$ cat src/rtl/othello_pkg.sv
// Shared Othello board definitions: cell codes, board geometry, direction steps
// and the directional validator state encoding.
package othello_pkg;

    typedef logic [1:0] cell_t;

    localparam cell_t CELL_EMPTY  = 2'b00;
    localparam cell_t CELL_BLACK  = 2'b01;
    localparam cell_t CELL_WHITE  = 2'b10;
    localparam cell_t CELL_BORDER = 2'b11;

    localparam int BOARD_W     = 10;
    localparam int BOARD_CELLS = BOARD_W * BOARD_W;

    localparam logic signed [4:0] STEP_U = -5'sd10;
    localparam logic signed [4:0] STEP_D = 5'sd10;
    localparam logic signed [4:0] STEP_L = -5'sd1;
    localparam logic signed [4:0] STEP_R = 5'sd1;

    typedef enum logic [2:0] {
        ST_IDLE,
        ST_RD,
        ST_EV,
        ST_WR,
        ST_DONE
    } state_e;

    function automatic cell_t opponent_of(cell_t player);
        return player ^ 2'b11;
    endfunction

endpackage

$ cat src/rtl/dir_validator_if.sv
// Board memory bus between the direction validator (master) and the board RAM (slave).
interface dir_validator_if
    import othello_pkg::*;
#(
    parameter int ADDR_W = 7
);

    logic [ADDR_W-1:0] mem_addr_o;
    logic              mem_wr_o;
    cell_t             mem_wdata_o;
    cell_t             mem_rdata_i;

    modport master (
        output mem_addr_o,
        output mem_wr_o,
        output mem_wdata_o,
        input  mem_rdata_i
    );

    modport slave (
        input  mem_addr_o,
        input  mem_wr_o,
        input  mem_wdata_o,
        output mem_rdata_i
    );

endinterface

$ cat src/rtl/dir_validator_addr_stepper.sv
// Signed board-address stepper: next = base + step, flagged out of range when the
// result falls below zero or past the last board cell.
module dir_validator_addr_stepper
    import othello_pkg::*;
#(
    parameter int CELLS = othello_pkg::BOARD_CELLS
)
(
    input  logic signed [7:0] base_i,
    input  logic signed [4:0] step_i,
    output logic signed [7:0] next_o,
    output logic              out_of_range_o
);

    localparam logic [7:0] CELLS_C = 8'(CELLS);

    logic signed [8:0] sum;

    // One guard bit keeps origin+step from wrapping for any 7-bit origin.
    always_comb begin
        sum            = {base_i[7], base_i} + {{4{step_i[4]}}, step_i};
        next_o         = sum[7:0];
        out_of_range_o = sum[8] | (sum[7:0] >= CELLS_C);
    end

endmodule

$ cat src/rtl/dir_validator.sv
// Walks the board from a placed piece along one direction, reports whether it
// brackets opponent pieces and optionally flips them to the mover's colour.
module dir_validator
    import othello_pkg::*;
#(
    parameter int ADDR_W      = 7,
    parameter int BOARD_CELLS = othello_pkg::BOARD_CELLS,
    parameter int MAX_RUN     = 7
)
(
    input  logic               clock,
    input  logic               reset,
    input  logic               ld,
    input  logic               enable,
    input  logic signed [4:0]  step_in,
    input  logic [ADDR_W-1:0]  origin_i,
    input  logic [1:0]         player_i,
    input  logic               flip_i,
    dir_validator_if.master    mem,
    output logic               s_done_o,
    output logic               dir_status_o,
    output logic [2:0]         flip_cnt_o,
    output logic               busy_o
);

    localparam logic [2:0] MAX_RUN_C = 3'(MAX_RUN);

    state_e             state_q, state_d;
    logic signed [7:0]  cur_q, cur_d;
    logic [2:0]         cnt_q, cnt_d;
    logic [2:0]         wr_left_q, wr_left_d;
    logic signed [4:0]  step_q, step_d;
    logic [ADDR_W-1:0]  origin_q, origin_d;
    cell_t              player_q, player_d;
    logic               flip_q, flip_d;
    logic               status_q, status_d;
    logic [2:0]         flip_cnt_q, flip_cnt_d;

    logic               idle_like;
    logic               ld_acc;
    logic               en_acc;
    logic signed [4:0]  step_eff;
    logic [ADDR_W-1:0]  origin_eff;
    cell_t              player_eff;
    logic               flip_eff;
    logic               player_ok;
    logic               rd_opp;
    logic               rd_own;
    logic               use_origin;
    logic signed [7:0]  step_base;
    logic signed [7:0]  step_next;
    logic               step_oor;

    logic [ADDR_W-1:0]  mem_addr;
    logic               mem_wr;
    cell_t              mem_wdata;

    dir_validator_addr_stepper #(
        .CELLS (BOARD_CELLS)
    ) u_stepper (
        .base_i         (step_base),
        .step_i         (step_eff),
        .next_o         (step_next),
        .out_of_range_o (step_oor)
    );

    // A same-cycle ld feeds the port values straight through so the walk never
    // starts from stale latches.
    always_comb begin
        idle_like  = (state_q == ST_IDLE) || (state_q == ST_DONE);
        ld_acc     = ld && idle_like;
        en_acc     = enable && idle_like;
        step_eff   = ld_acc ? step_in  : step_q;
        origin_eff = ld_acc ? origin_i : origin_q;
        player_eff = ld_acc ? player_i : player_q;
        flip_eff   = ld_acc ? flip_i   : flip_q;
        player_ok  = (player_eff == CELL_BLACK) || (player_eff == CELL_WHITE);
        rd_opp     = (mem.mem_rdata_i == opponent_of(player_eff));
        rd_own     = (mem.mem_rdata_i == player_eff);
        use_origin = !((state_q == ST_WR) || ((state_q == ST_EV) && rd_opp));
        step_base  = use_origin ? 8'(origin_eff) : cur_q;
    end

    always_comb begin
        state_d    = state_q;
        cur_d      = cur_q;
        cnt_d      = cnt_q;
        wr_left_d  = wr_left_q;
        step_d     = step_eff;
        origin_d   = origin_eff;
        player_d   = player_eff;
        flip_d     = flip_eff;
        status_d   = status_q;
        flip_cnt_d = flip_cnt_q;
        mem_addr   = '0;
        mem_wr     = 1'b0;
        mem_wdata  = CELL_EMPTY;

        case (state_q)
            ST_IDLE, ST_DONE: begin
                state_d = ST_IDLE;
                if (en_acc) begin
                    status_d   = 1'b0;
                    flip_cnt_d = '0;
                    cnt_d      = '0;
                    wr_left_d  = '0;
                    cur_d      = step_next;
                    state_d    = (!player_ok || step_oor) ? ST_DONE : ST_RD;
                end
            end

            ST_RD: begin
                mem_addr = cur_q[ADDR_W-1:0];
                state_d  = ST_EV;
            end

            ST_EV: begin
                state_d = ST_DONE;
                if (rd_opp && (cnt_q < MAX_RUN_C)) begin
                    cnt_d = cnt_q + 3'd1;
                    if (!step_oor) begin
                        cur_d   = step_next;
                        state_d = ST_RD;
                    end
                end else if (rd_own && (cnt_q != 3'd0)) begin
                    if (flip_q) begin
                        cur_d     = step_next;
                        wr_left_d = cnt_q;
                        state_d   = ST_WR;
                    end else begin
                        status_d   = 1'b1;
                        flip_cnt_d = cnt_q;
                    end
                end
            end

            ST_WR: begin
                mem_wr    = 1'b1;
                mem_addr  = cur_q[ADDR_W-1:0];
                mem_wdata = player_q;
                cur_d     = step_next;
                wr_left_d = wr_left_q - 3'd1;
                if (wr_left_q == 3'd1) begin
                    status_d   = 1'b1;
                    flip_cnt_d = cnt_q;
                    state_d    = ST_DONE;
                end
            end

            default: state_d = ST_IDLE;
        endcase
    end

    always_ff @(posedge clock or negedge reset) begin
        if (!reset) begin
            state_q    <= ST_IDLE;
            cur_q      <= '0;
            cnt_q      <= '0;
            wr_left_q  <= '0;
            step_q     <= '0;
            origin_q   <= '0;
            player_q   <= CELL_EMPTY;
            flip_q     <= 1'b0;
            status_q   <= 1'b0;
            flip_cnt_q <= '0;
        end else begin
            state_q    <= state_d;
            cur_q      <= cur_d;
            cnt_q      <= cnt_d;
            wr_left_q  <= wr_left_d;
            step_q     <= step_d;
            origin_q   <= origin_d;
            player_q   <= player_d;
            flip_q     <= flip_d;
            status_q   <= status_d;
            flip_cnt_q <= flip_cnt_d;
        end
    end

    assign mem.mem_addr_o  = mem_addr;
    assign mem.mem_wr_o    = mem_wr;
    assign mem.mem_wdata_o = mem_wdata;

    assign s_done_o     = (state_q == ST_DONE);
    assign busy_o       = (state_q != ST_IDLE);
    assign dir_status_o = status_q;
    assign flip_cnt_o   = flip_cnt_q;

endmodule

$ cat src/flat_wrapper.sv
// flat-port wrapper written by rule: the top's interface ports become plain ports
module dir_validator_flat import othello_pkg::*;
#(
    parameter int ADDR_W      = 7,
    parameter int BOARD_CELLS = othello_pkg::BOARD_CELLS,
    parameter int MAX_RUN     = 7
)
  (clock, reset, ld, enable, step_in, origin_i, player_i, flip_i, s_done_o, dir_status_o, flip_cnt_o, busy_o, mem_mem_addr_o, mem_mem_wr_o, mem_mem_wdata_o, mem_mem_rdata_i);
  dir_validator_if #(.ADDR_W(ADDR_W)) mem_i ();
  input  logic clock;
  input  logic reset;
  input  logic ld;
  input  logic enable;
  input  logic signed [4:0] step_in;
  input  logic [ADDR_W-1:0] origin_i;
  input  logic [1:0] player_i;
  input  logic flip_i;
  output logic s_done_o;
  output logic dir_status_o;
  output logic [2:0] flip_cnt_o;
  output logic busy_o;
  output wire logic [$bits(mem_i.mem_addr_o)-1:0] mem_mem_addr_o;
  output wire logic [$bits(mem_i.mem_wr_o)-1:0] mem_mem_wr_o;
  output wire logic [$bits(mem_i.mem_wdata_o)-1:0] mem_mem_wdata_o;
  input wire logic [$bits(mem_i.mem_rdata_i)-1:0] mem_mem_rdata_i;
  assign mem_mem_addr_o = mem_i.mem_addr_o;
  assign mem_mem_wr_o = mem_i.mem_wr_o;
  assign mem_mem_wdata_o = mem_i.mem_wdata_o;
  assign mem_i.mem_rdata_i = mem_mem_rdata_i;
  dir_validator #(.ADDR_W(ADDR_W), .BOARD_CELLS(BOARD_CELLS), .MAX_RUN(MAX_RUN)) u_core (.clock(clock), .reset(reset), .ld(ld), .enable(enable), .step_in(step_in), .origin_i(origin_i), .player_i(player_i), .flip_i(flip_i), .mem(mem_i), .s_done_o(s_done_o), .dir_status_o(dir_status_o), .flip_cnt_o(flip_cnt_o), .busy_o(busy_o));
endmodule
$ cat config.mk
export PLATFORM = sky130hd
export DESIGN_NAME = dir_validator_flat
export DESIGN_NICKNAME = d
export VERILOG_FILES = /design/src/rtl/othello_pkg.sv /design/src/rtl/dir_validator_if.sv /design/src/rtl/dir_validator_addr_stepper.sv /design/src/rtl/dir_validator.sv /design/src/flat_wrapper.sv
export SDC_FILE = /design/constraint.sdc
export NUM_CORES = 1
export LEC_CHECK = 0
export ABC_CLOCK_PERIOD_IN_PS = 12600
export CAP_MARGIN = 20
export CORE_MARGIN = 2
export CORE_UTILIZATION = 54
export DETAILED_ROUTE_END_ITERATION = 16
export PLACE_DENSITY_LB_ADDON = 0.25
export SETUP_SLACK_MARGIN = 0.5
export SLEW_MARGIN = 20
export SYNTH_ARGS = -nofsm -noshare
export SYNTH_HDL_FRONTEND = slang
export SYNTH_SLANG_ARGS = --single-unit
export TNS_END_PERCENT = 30
$ cat constraint.sdc
create_clock -name clock -period 12.6 [get_ports clock]
set_input_delay 2.52 -clock clock [delete_from_list [all_inputs] [get_ports clock]]
set_output_delay 2.52 -clock clock [all_outputs]
set_load 0.005 [all_outputs]
======== Word-level counts from Yosys, hierarchy flattened ========
Cells that the tools add are included.
word-level totals
  output and inout bits ................... 16
  logic and storage cells ................. 96
  bits in registers ....................... 36
  bits of input ports ..................... 21
cells by class
  bitwise gates (word level) .............. 2
  order comparisons ....................... 2
  add/subtract/negate cells ............... 3
  muxes and demuxes ....................... 39
  eq/ne operators ......................... 19
  reduce and logical (&&, ||, !) cells .... 21
operators with widths
  cell                  number
  $mux W3               16
  $mux W8               6
  $pmux W8 S3           1
  $pmux W3 S3           2
  $mux W7               2
  $pmux W3 S4           1
  $ne A2 B2 Y1 const B  5
  $reduce_and A5 Y1     2
  $add A8 B5 Y9         1
  $reduce_bool A3 Y1    3
  $ge A8 B7 Y1 const B  1
  $eq A3 B1 Y1 const B  2
  $eq A3 B2 Y1 const B  2
  $mux W1               6
  $ne A3 B3 Y1 const B  2
  $pmux W3 S2           1
  $reduce_and A6 Y1     1
  $logic_and A1 B1 Y1   5
  $mux W5               1
  $eq A2 B2 Y1          2
  $logic_or A1 B1 Y1    4
  $mux W2               2
  $ne A2 B1 Y1 const B  2
  $reduce_or A2 Y1      2
  14 further kinds      14

======== Depth between registers and ports, before layout ========
Gate-level depths: netlist of run 1.
  depth in word-level cells ............... 16
  gate-level depth with buffers ........... 17
  depth with buffers taken out ............ 16

======== By module ========
From an unflattened synthesis of run 1, not the netlist that was laid out.
second synthesis, totals
  cell total of the unflattened synthesis .. 220
  area total of the unflattened synthesis .. 2343.5 µm²
modules (own cells, without submodules)
  module                      sequential area each (µm²)  instances  area an instance (µm²)  cells each
  dir_validator               900.9                       1          1953.1                  169
  dir_validator_addr_stepper  0.0                         1          390.4                   51

======== Worst setup path before layout of run 1 ========
No wires, ideal clock.
  path kind ............................... input port to flip-flop
  start point ............................. input port ld
  end point ............................... register u_core.state_q[2]
  data required time ...................... 12471 ps
  stages on the path ...................... 17
  setup time .............................. 129 ps
  path buffers ............................ 1
  slack ................................... 6006 ps
  arrival ................................. 6465 ps
  path through ............................ nor3b_4 -> mux2i_1 -> xor2_1 -> nor2_1 -> o21a_1 -> clkbuf_1 -> mux2_2 -> ha_1 -> inv_1 -> fa_1 -> nand3b_1 -> nand2_1 -> mux2_2 -> o2111ai_1 -> or4b_2 -> a21oi_1 -> a21boi_0
between the ends
  word-level cells in the longest chain between the ends .. 14
  elaborated cells between the ends (all ways) .. 26
  classes of those cells .................. add/sub: 1; order compare: 1; eq/ne: 4; mux: 10; bitwise: 2; reduce/logical: 8
RTL lines
  what                         RTL line                          source
  start: declaration           flat_wrapper.sv:12                input logic ld;
  $logic_and A1 B1 Y1 *        dir_validator.sv:71               ld_acc = ld && idle_like;
  $mux W2                      dir_validator.sv:75               player_eff = ld_acc ? player_i : player_q;
  $not A2 Y2 (no source line)  n/a
  $eq A2 B2 Y1                 dir_validator.sv:78               rd_opp = (mem.mem_rdata_i == opponent_of(player_eff));
  $logic_and A1 B1 Y1          dir_validator.sv:80               use_origin = !((state_q == ST_WR) || ((state_q == ST_EV) && rd_opp));
  $logic_or A1 B1 Y1           dir_validator.sv:80
  $mux W8                      dir_validator.sv:81               step_base = use_origin ? 8'(origin_eff) : cur_q;
  $add A8 B5 Y9                dir_validator_addr_stepper.sv:21  sum = {base_i[7], base_i} + {{4{step_i[4]}}, step_i};
  $ge A8 B7 Y1                 dir_validator_addr_stepper.sv:23  out_of_range_o = sum[8] | (sum[7:0] >= CELLS_C);
  $or A1 B1 Y1                 dir_validator_addr_stepper.sv:23
  $logic_or A1 B1 Y1           dir_validator.sv:108              state_d = (!player_ok || step_oor) ? ST_DONE : ST_RD;
  $mux W3                      dir_validator.sv:108
  $mux W3                      dir_validator.sv:102              if (en_acc) begin
  $pmux W3 S4 *                dir_validator.sv:99               case (state_q)
  end signal: assignment       dir_validator.sv:167              state_q <= state_d;
  end: declaration             dir_validator.sv:28               state_e state_q, state_d;
Mark *: on every way between the ends. The rest lies on a longest branch, timed or not.
A chain may end at the register's enable or synchronous reset.

======== Worst setup path in the final report of run 1 ========
  start point ............................. input port ld
  end point ............................... register u_core.cur_q[6]
between the ends
  word-level cells in the longest chain between the ends .. 12
  elaborated cells between the ends (all ways) .. 25
  classes of those cells .................. add/sub: 1; order compare: 1; eq/ne: 5; mux: 10; bitwise: 2; reduce/logical: 6
RTL lines
  what                                                               RTL line                                                source
  $logic_and A1 B1 Y1 *                                              dir_validator.sv:71
  $mux W2                                                            dir_validator.sv:75
  $not A2 Y2 (no source line)                                        n/a
  $eq A2 B2 Y1                                                       dir_validator.sv:78
  $logic_and A1 B1 Y1                                                dir_validator.sv:80
  $logic_or A1 B1 Y1                                                 dir_validator.sv:80
  $mux W8                                                            dir_validator.sv:81
  $add A8 B5 Y9                                                      dir_validator_addr_stepper.sv:21
  $ge A8 B7 Y1 or $mux W8 (tied branches)                            dir_validator_addr_stepper.sv:23, dir_validator.sv:126
  $or A1 B1 Y1 or $mux W8 (tied branches)                            dir_validator_addr_stepper.sv:23, dir_validator.sv:125
  $ne A3 B3 Y1 (no source line) or $mux W8 (tied branches)           n/a
  $reduce_and A5 Y1 (no source line) or $pmux W8 S3 (tied branches)  n/a
  end signal: assignment                                             dir_validator.sv:168                                    cur_q <= cur_d;
  end: declaration                                                   dir_validator.sv:29                                     logic signed [7:0] cur_q, cur_d;
Mark *: on every way between the ends. The rest lies on a longest branch, timed or not. The select of a mux whose other input is x is not followed.

==> flow_metrics.tcl, run 1 <==
set metrics [dict create \
    p_leak_uw 0.001193 \
    arrival_ns 7.71 \
    globalRouteMet1Util_pct 29.20 \
    clock_path_buffers 2 \
    root_buffer "clkbuf_8" \
    r2r-end "u_core.cur_q[6]$_DFFE_PN0P_" \
    drive_gt1_share_pct 15.54 \
    synth_top_family_by_area "multiplexers" \
    grt_first_pass_wirelength_um 7707 \
    regToRegStartpoint "u_core.state_q[0]$_DFFE_PN0N_" \
    initialDrtViolationCount 104 \
    max_cap_violations 0 \
    finalMaxSlewViolations 0 \
    die_w_um 68.04 \
    synthSimpleGateAreaFrac_pct 16.33 \
    portBuffers 36 \
    synth_edf_count 0 \
    place_hpwl_um 3439 \
    wl_um 4516 \
    synth_compound_area_share_pct 10.56 \
    tritoncts "built" \
    area_growth_pct 22.94 \
    synth-seq-area-share_pct 40.68 \
    grt_overflow 0 \
    hold_path_class "reg2reg" \
    ant_nets 0 \
    grt_max_degree 37 \
    clkSinkCount 36 \
    cts_hold_buf 0 \
    ios 37 \
    startpoint "ld" \
    worstSetupPathType "in2reg" \
    grt_setup_unrepaired "false" \
    synthXorXnorAreaFrac_pct 3.559 \
    relSlewSlack_pct 46.22 \
    cp-end-kind "flop" \
    num-fill-cells 304 \
    grt_use_met2_pct 38.59 \
    tns_ns 0 \
    busiest_layer "met2" \
    ys_async_sr_fraction_pct 100.0 \
    worstHoldStart "u_core.origin_q[4]$_DFF_PN0_" \
    post_cts_resized 0 \
    die_y_um 68.04 \
    vias_per_cell 5.455 \
    cts_buffers 5 \
    firstDrtPassIters 4 \
    cp-start-kind "input pin" \
    crit_fanout 15 \
    antenna_found_initial 0 \
    coreArea_um2 3971 \
    clk_pin_slew_worst_paths_ns 0.07 \
    whs_endpoint "u_core.origin_q[4]$_DFF_PN0_" \
    post_cts.repair.setup_buffers 0 \
    antenna-diode-count 0 \
    netlist_area_um2 2215 \
    synth_cell_types 40 \
    grtUsageMet3_pct 4.934 \
    yosysWarningCount 0 \
    syn_area_per_cell_um2 10.55 \
    worstMarginPinSlew_ns 0.8059 \
    synth_mux_area_share_pct 17.23 \
    synthFlopType "dfrtp_1" \
    dieArea_um2 4629 \
    hold_violations 0 \
    gp_congestion 0.8780 \
    status "finished, final reports clean" \
    post-route-drc-count 0 \
    initial_core_util_pct 55.77 \
    reg2reg_depth 16 \
    syn_inst 210 \
    grt_pass1_vias 1644 \
    finalPower_uw 572.1 \
    layout_min_cycle_time_ns 7.534 \
    synthAdderAreaFrac_pct 8.249 \
    h-tree-depth 2 \
    synth_top_area_share_pct 40.68 \
    whs_ns 0.5004 \
    via_count 1642 \
    grt_usage_pct 22.66 \
    nets 285 \
    finalSetupViolations 0 \
    yosysTopAreaCell "dfrtp_1" \
    powerDensity_nw_per_um2 210.1 \
    syn-num-nets 245 \
    required_ns 12.78 \
    rrSetupSlack_ns 7.14 \
    rows 23 \
    worstSkewPairLatency_ns 0.29 \
    holdPathStages 1 \
    timing.final.crit_share_pct 59.79 \
    ys_ff_latch 36 \
    ir_worst_vdd_mv 0.1431 \
    wl_per_cell_um 15.00 \
    yosys-top-cells-area "dfrtp_1 (41%), mux2_2 (13%), ha_1 (7.3%), mux2i_1 (4.5%), and2_1 (3.4%)" \
    fin_skew_ns 0.003701 \
    max_freq_ghz 0.1327 \
]
[worst max path at each step]
| stage | endpoint | slack, ns | cells after the start |
|---|---|---|---|
| 2_1_floorplan | u_core.state_q[2]$_DFFE_PN0N_ | 6.01 | 17 |
| 3_3_place_gp | u_core.cur_q[3]$_DFFE_PN0P_ | 4.92 | 17 |
| 3_5_place_dp | u_core.cur_q[3]$_DFFE_PN0P_ | 4.73 | 17 |
| 4_1_cts | u_core.cur_q[6]$_DFFE_PN0P_ | 5.03 | 17 |
| 5_1_grt | u_core.cur_q[6]$_DFFE_PN0P_ | 4.71 | 17 |
| 6_report | u_core.cur_q[6]$_DFFE_PN0P_ | 5.07 | 17 |
[metal layers]
metal  vias up  routed length [µm]
met5         -                   0
met4         0                  62
met3         8                 149
met2        31                2254
met1       788                2050
li1        815                   -
[state kept, by name, summed over array words and instances, names as in the netlist]
register,flops
u_core.cur_q,8
u_core.player_q,2
u_core.flip_q,1
u_core.flip_cnt_o,3
u_core.dir_status_o,1
u_core.step_q,5
u_core.cnt_q,3
u_core.wr_left_q,3
u_core.state_q,3
u_core.origin_q,7
[Yosys cell counts (2+ instances only)]
library cell	n
dfrtp_1	36
mux2_2	25
inv_1	16
ha_1	13
nand2_1	13
and2_1	12
nor2_1	11
mux2i_1	10
o21ai_0	9
nand3_1	8
a21oi_1	7
xor2_1	7
a21o_1	4
clkbuf_1	4
nand2b_1	4
or3_1	3
a221o_1	2
and3_1	2
nor2b_1	2
xnor2_1	2
[cell usage in the layout (no fill, tap or decap), types with 2 or more instances in the layout]
| cell | instances |
|---|---|
| a21o_1 | 4 |
| a21oi_1 | 7 |
| a221o_1 | 2 |
| and2_1 | 12 |
| and3_1 | 2 |
| clkbuf_8 | 6 |
| clkdlybuf4s50_1 | 36 |
| clkinv_2 | 2 |
| dfrtp_1 | 36 |
| ha_1 | 13 |
| inv_1 | 16 |
| mux2_2 | 25 |
| mux2i_1 | 10 |
| nand2_1 | 13 |
| nand2b_1 | 4 |
| nand3_1 | 8 |
| nor2_1 | 11 |
| nor2b_1 | 2 |
| o21ai_0 | 9 |
| or3_1 | 3 |
| xnor2_1 | 2 |
| xor2_1 | 7 |
[power breakdown]
part           total, µW  internal (µW)  leakage, µW  switching, µW
logic                310            156     0.000695            153
registers            176            152     0.000447           24.0
clock network       85.8           43.6    0.0000510           42.2
[critical path: stages]
cell and delay [ns]:
clkdlybuf4s50_1 0.46, nor3b_4 0.68, mux2i_1 0.41, xor2_1 0.46, nor2_1 0.07, o21a_1 0.34, mux2_2 0.29, ha_1 0.15
inv_1 0.05, fa_1 0.38, nand3b_1 0.19, nand2_1 0.13, mux2_2 0.34, o2111ai_1 0.26, nand4bb_2 0.21, a21boi_4 0.37
mux2_2 0.38
[cells by family (layout without fill, tap and decap cells)]
logic type | count (synthesis) | in the layout
XOR/XNOR | 9 | 9
AND/OR/NAND/NOR | 64 | 64
multiplexers | 35 | 35
flip-flops | 36 | 36
adder cells (fa/ha/maj) | 14 | 14
AO/OA/AOI/OAI | 32 | 32
buffers and inverters | 20 | 61
[stage by stage]
stage	area, µm²	setup WS (ns)	util [%]	instances
detailed placement	2630	4.731	66.23	293
CTS	2723	5.034	68.56	301
global route	2723	4.706	68.56	301
finish	2723	5.066	68.56	301
global placement	2630	4.916	66.23	293
floorplan	2215	6.007	-	210
[layout make-up]
cell class | instances | area, µm² | area share (%)
multi-input cells | 154 | 1239 | 45.50
flip-flops and latches | 36 | 900.9 | 33.09
repair buffers | 37 | 367.9 | 13.51
clock buffers | 6 | 82.58 | 3.033
well taps | 50 | 62.56 | 2.298
inverters | 16 | 60.06 | 2.206
clock inverters | 2 | 10.01 | 0.3676
Note: power is estimated with default switching activity, not from simulation.
==> run 2, diff against run 1 <==
- ABC_CLOCK_PERIOD_IN_PS: 12600 -> 6900
- CORE_UTILIZATION: 54 -> 48
- clock period: 12.6 -> 6.9 ns (I/O delays scaled with it)
==> flow_metrics.tcl, run 2 (same netlist as run 1, synthesis figures left out) <==
set metrics [dict create \
    initial_core_util_pct 50.17 \
    portBuffers 36 \
    initialDrtViolationCount 89 \
    grt_usage_pct 19.22 \
    grt_max_degree 37 \
    status "finished, final reports clean" \
    ios 37 \
    power.switching_uw 399.7 \
    cts_hold_buf 0 \
    p_leak_uw 0.001204 \
    crit_fanout 11 \
    regMostFlops "u_core.cur_q" \
    utilization_pct 62.07 \
    powerDensity_nw_per_um2 381.3 \
    tritoncts "built" \
    gp_congestion 0.8935 \
    grt_setup_unrepaired "false" \
    grt_overflow 0 \
    grt_pass1_vias 1616 \
    wl_um 4421 \
    finalMaxSlewViolations 0 \
    largest_reg_flops 8 \
    antenna-diode-count 0 \
    post_cts.repair.setup_buffers 0 \
    post_cts_resized 0 \
    vias_per_cell 5.400 \
    finalPower_uw 1045 \
    cp-start-kind "input pin" \
    clock_path_buffers 2 \
    fin_skew_ns 0.002857 \
    finalSetupViolations 0 \
    firstDrtPassIters 4 \
    sw_frac_of_total_pct 38.26 \
    worstSetupPathType "in2reg" \
    antenna_found_initial 0 \
    cp-end-kind "flop" \
    worstSkewPairLatency_ns 0.30 \
    rows 24 \
    via_count 1647 \
    cts_buffers 5 \
    drive_gt1_share_pct 16.21 \
    die_y_um 71.93 \
    post-route-drc-count 0 \
    power_frac_clock_pct 14.8 \
    clkSinkCount 36 \
    area_growth_pct 23.73 \
    ant_nets 0 \
    max_freq_ghz 0.1694 \
    wl_per_cell_um 14.50 \
    relSlewSlack_pct 62.87 \
    worstMarginPinSlew_ns 0.5558 \
    mostFrequentLayoutCells "clkdlybuf4s50_1 (36), dfrtp_1 (36), mux2_2 (25), inv_1 (16)" \
    arrival_ns 6.09 \
    nets 287 \
    required_ns 7.09 \
    h-tree-depth 2 \
    clk_pin_slew_worst_paths_ns 0.07 \
    power_frac_seq_pct 30.9 \
    layout_min_cycle_time_ns 5.904 \
    pwr-share-comb_pct 54.3 \
    root_buffer "clkbuf_8" \
    hold_violations 0 \
    ir_worst_vdd_mv 0.2074 \
    grt_first_pass_wirelength_um 7527 \
    p_int_uw 645.1 \
    coreArea_um2 4414 \
    timing.final.crit_share_pct 85.57 \
    die_w_um 71.93 \
    dieArea_um2 5173 \
    hold_path_class "reg2reg" \
    max_cap_violations 0 \
    top_regs "u_core.cur_q (8), u_core.origin_q (7), u_core.step_q (5)" \
    place_hpwl_um 3348 \
    tns_ns 0 \
]
## run 2: cell count changes in the layout (fill, tap and decap cells not counted), sizes merged
cell / change
buf: +2
## run 2: power groups by stage
stage / clock network, µW / registers, µW / logic (µW)
after floorplan: 0 / 308 / 432
after global placement: 0 / 326 / 562
after detailed placement: 0 / 328 / 568
after CTS: 160 / 324 / 572
after global routing: 168 / 334 / 629
final: 155 / 323 / 567
## run 2: layer usage
layer	share of wire, %	track usage (%)
met5	0	0
met4	2.1	9.644
met3	3.4	3.889
met1	45	24.96
met2	49	30.66
## run 2: critical path, cell delays in order
cell,delay (ns)
clkdlybuf4s50_1,0.45
nor3b_4,0.24
mux2i_1,0.40
xor2_1,0.44
nor2_1,0.08
o21a_1,0.34
mux2_2,0.29
ha_1,0.16
inv_1,0.06
fa_1,0.39
nand3b_1,0.21
nand2_1,0.12
mux2_2,0.34
o2111ai_1,0.25
nand4bb_2,0.20
a21boi_4,0.36
mux2_2,0.38
## run 2: layout make-up
cell class / instances / area (µm²)
clock buffer: 6 / 82.58
clock inverter: 2 / 10.01
fill: 378 / 1674
inverter: 16 / 60.06
multi-input combinational: 154 / 1239
sequential: 36 / 900.9
tap: 52 / 65.06
timing repair buffer: 39 / 382.9
## run 2: metrics by stage
stage               worst slack (ns)  hold WS [ns]  area, µm²  instances
global route                  0.6533        0.5110       2740        305
finish                        0.9959        0.4828       2740        305
detailed placement            0.6693        0.4739       2648        297
CTS                           0.9828        0.4901       2740        305
floorplan                      1.447        0.4498       2215        210
global placement              0.7441        0.4636       2648        297
## run 2: final timing paths
check / from / end / slack, ns / cells after the start
worst max-delay path: ld / u_core.cur_q[4]$_DFFE_PN0P_ / 1.0 / 17
worst min-delay path: u_core.wr_left_q[1]$_DFFE_PN0P_ / u_core.wr_left_q[1]$_DFFE_PN0P_ / 0.48 / 2
worst max register to register: u_core.state_q[0]$_DFFE_PN0N_ / u_core.cur_q[4]$_DFFE_PN0P_ / 1.90 / 16
worst min register to register: u_core.wr_left_q[1]$_DFFE_PN0P_ / u_core.wr_left_q[1]$_DFFE_PN0P_ / 0.48 / 2
max in group asynchronous: reset / u_core.player_q[1]$_DFF_PN0_ / 5.09 / 2
min in group asynchronous: reset / u_core.flip_cnt_o[1]$_DFFE_PN0P_ / 1.49 / 2
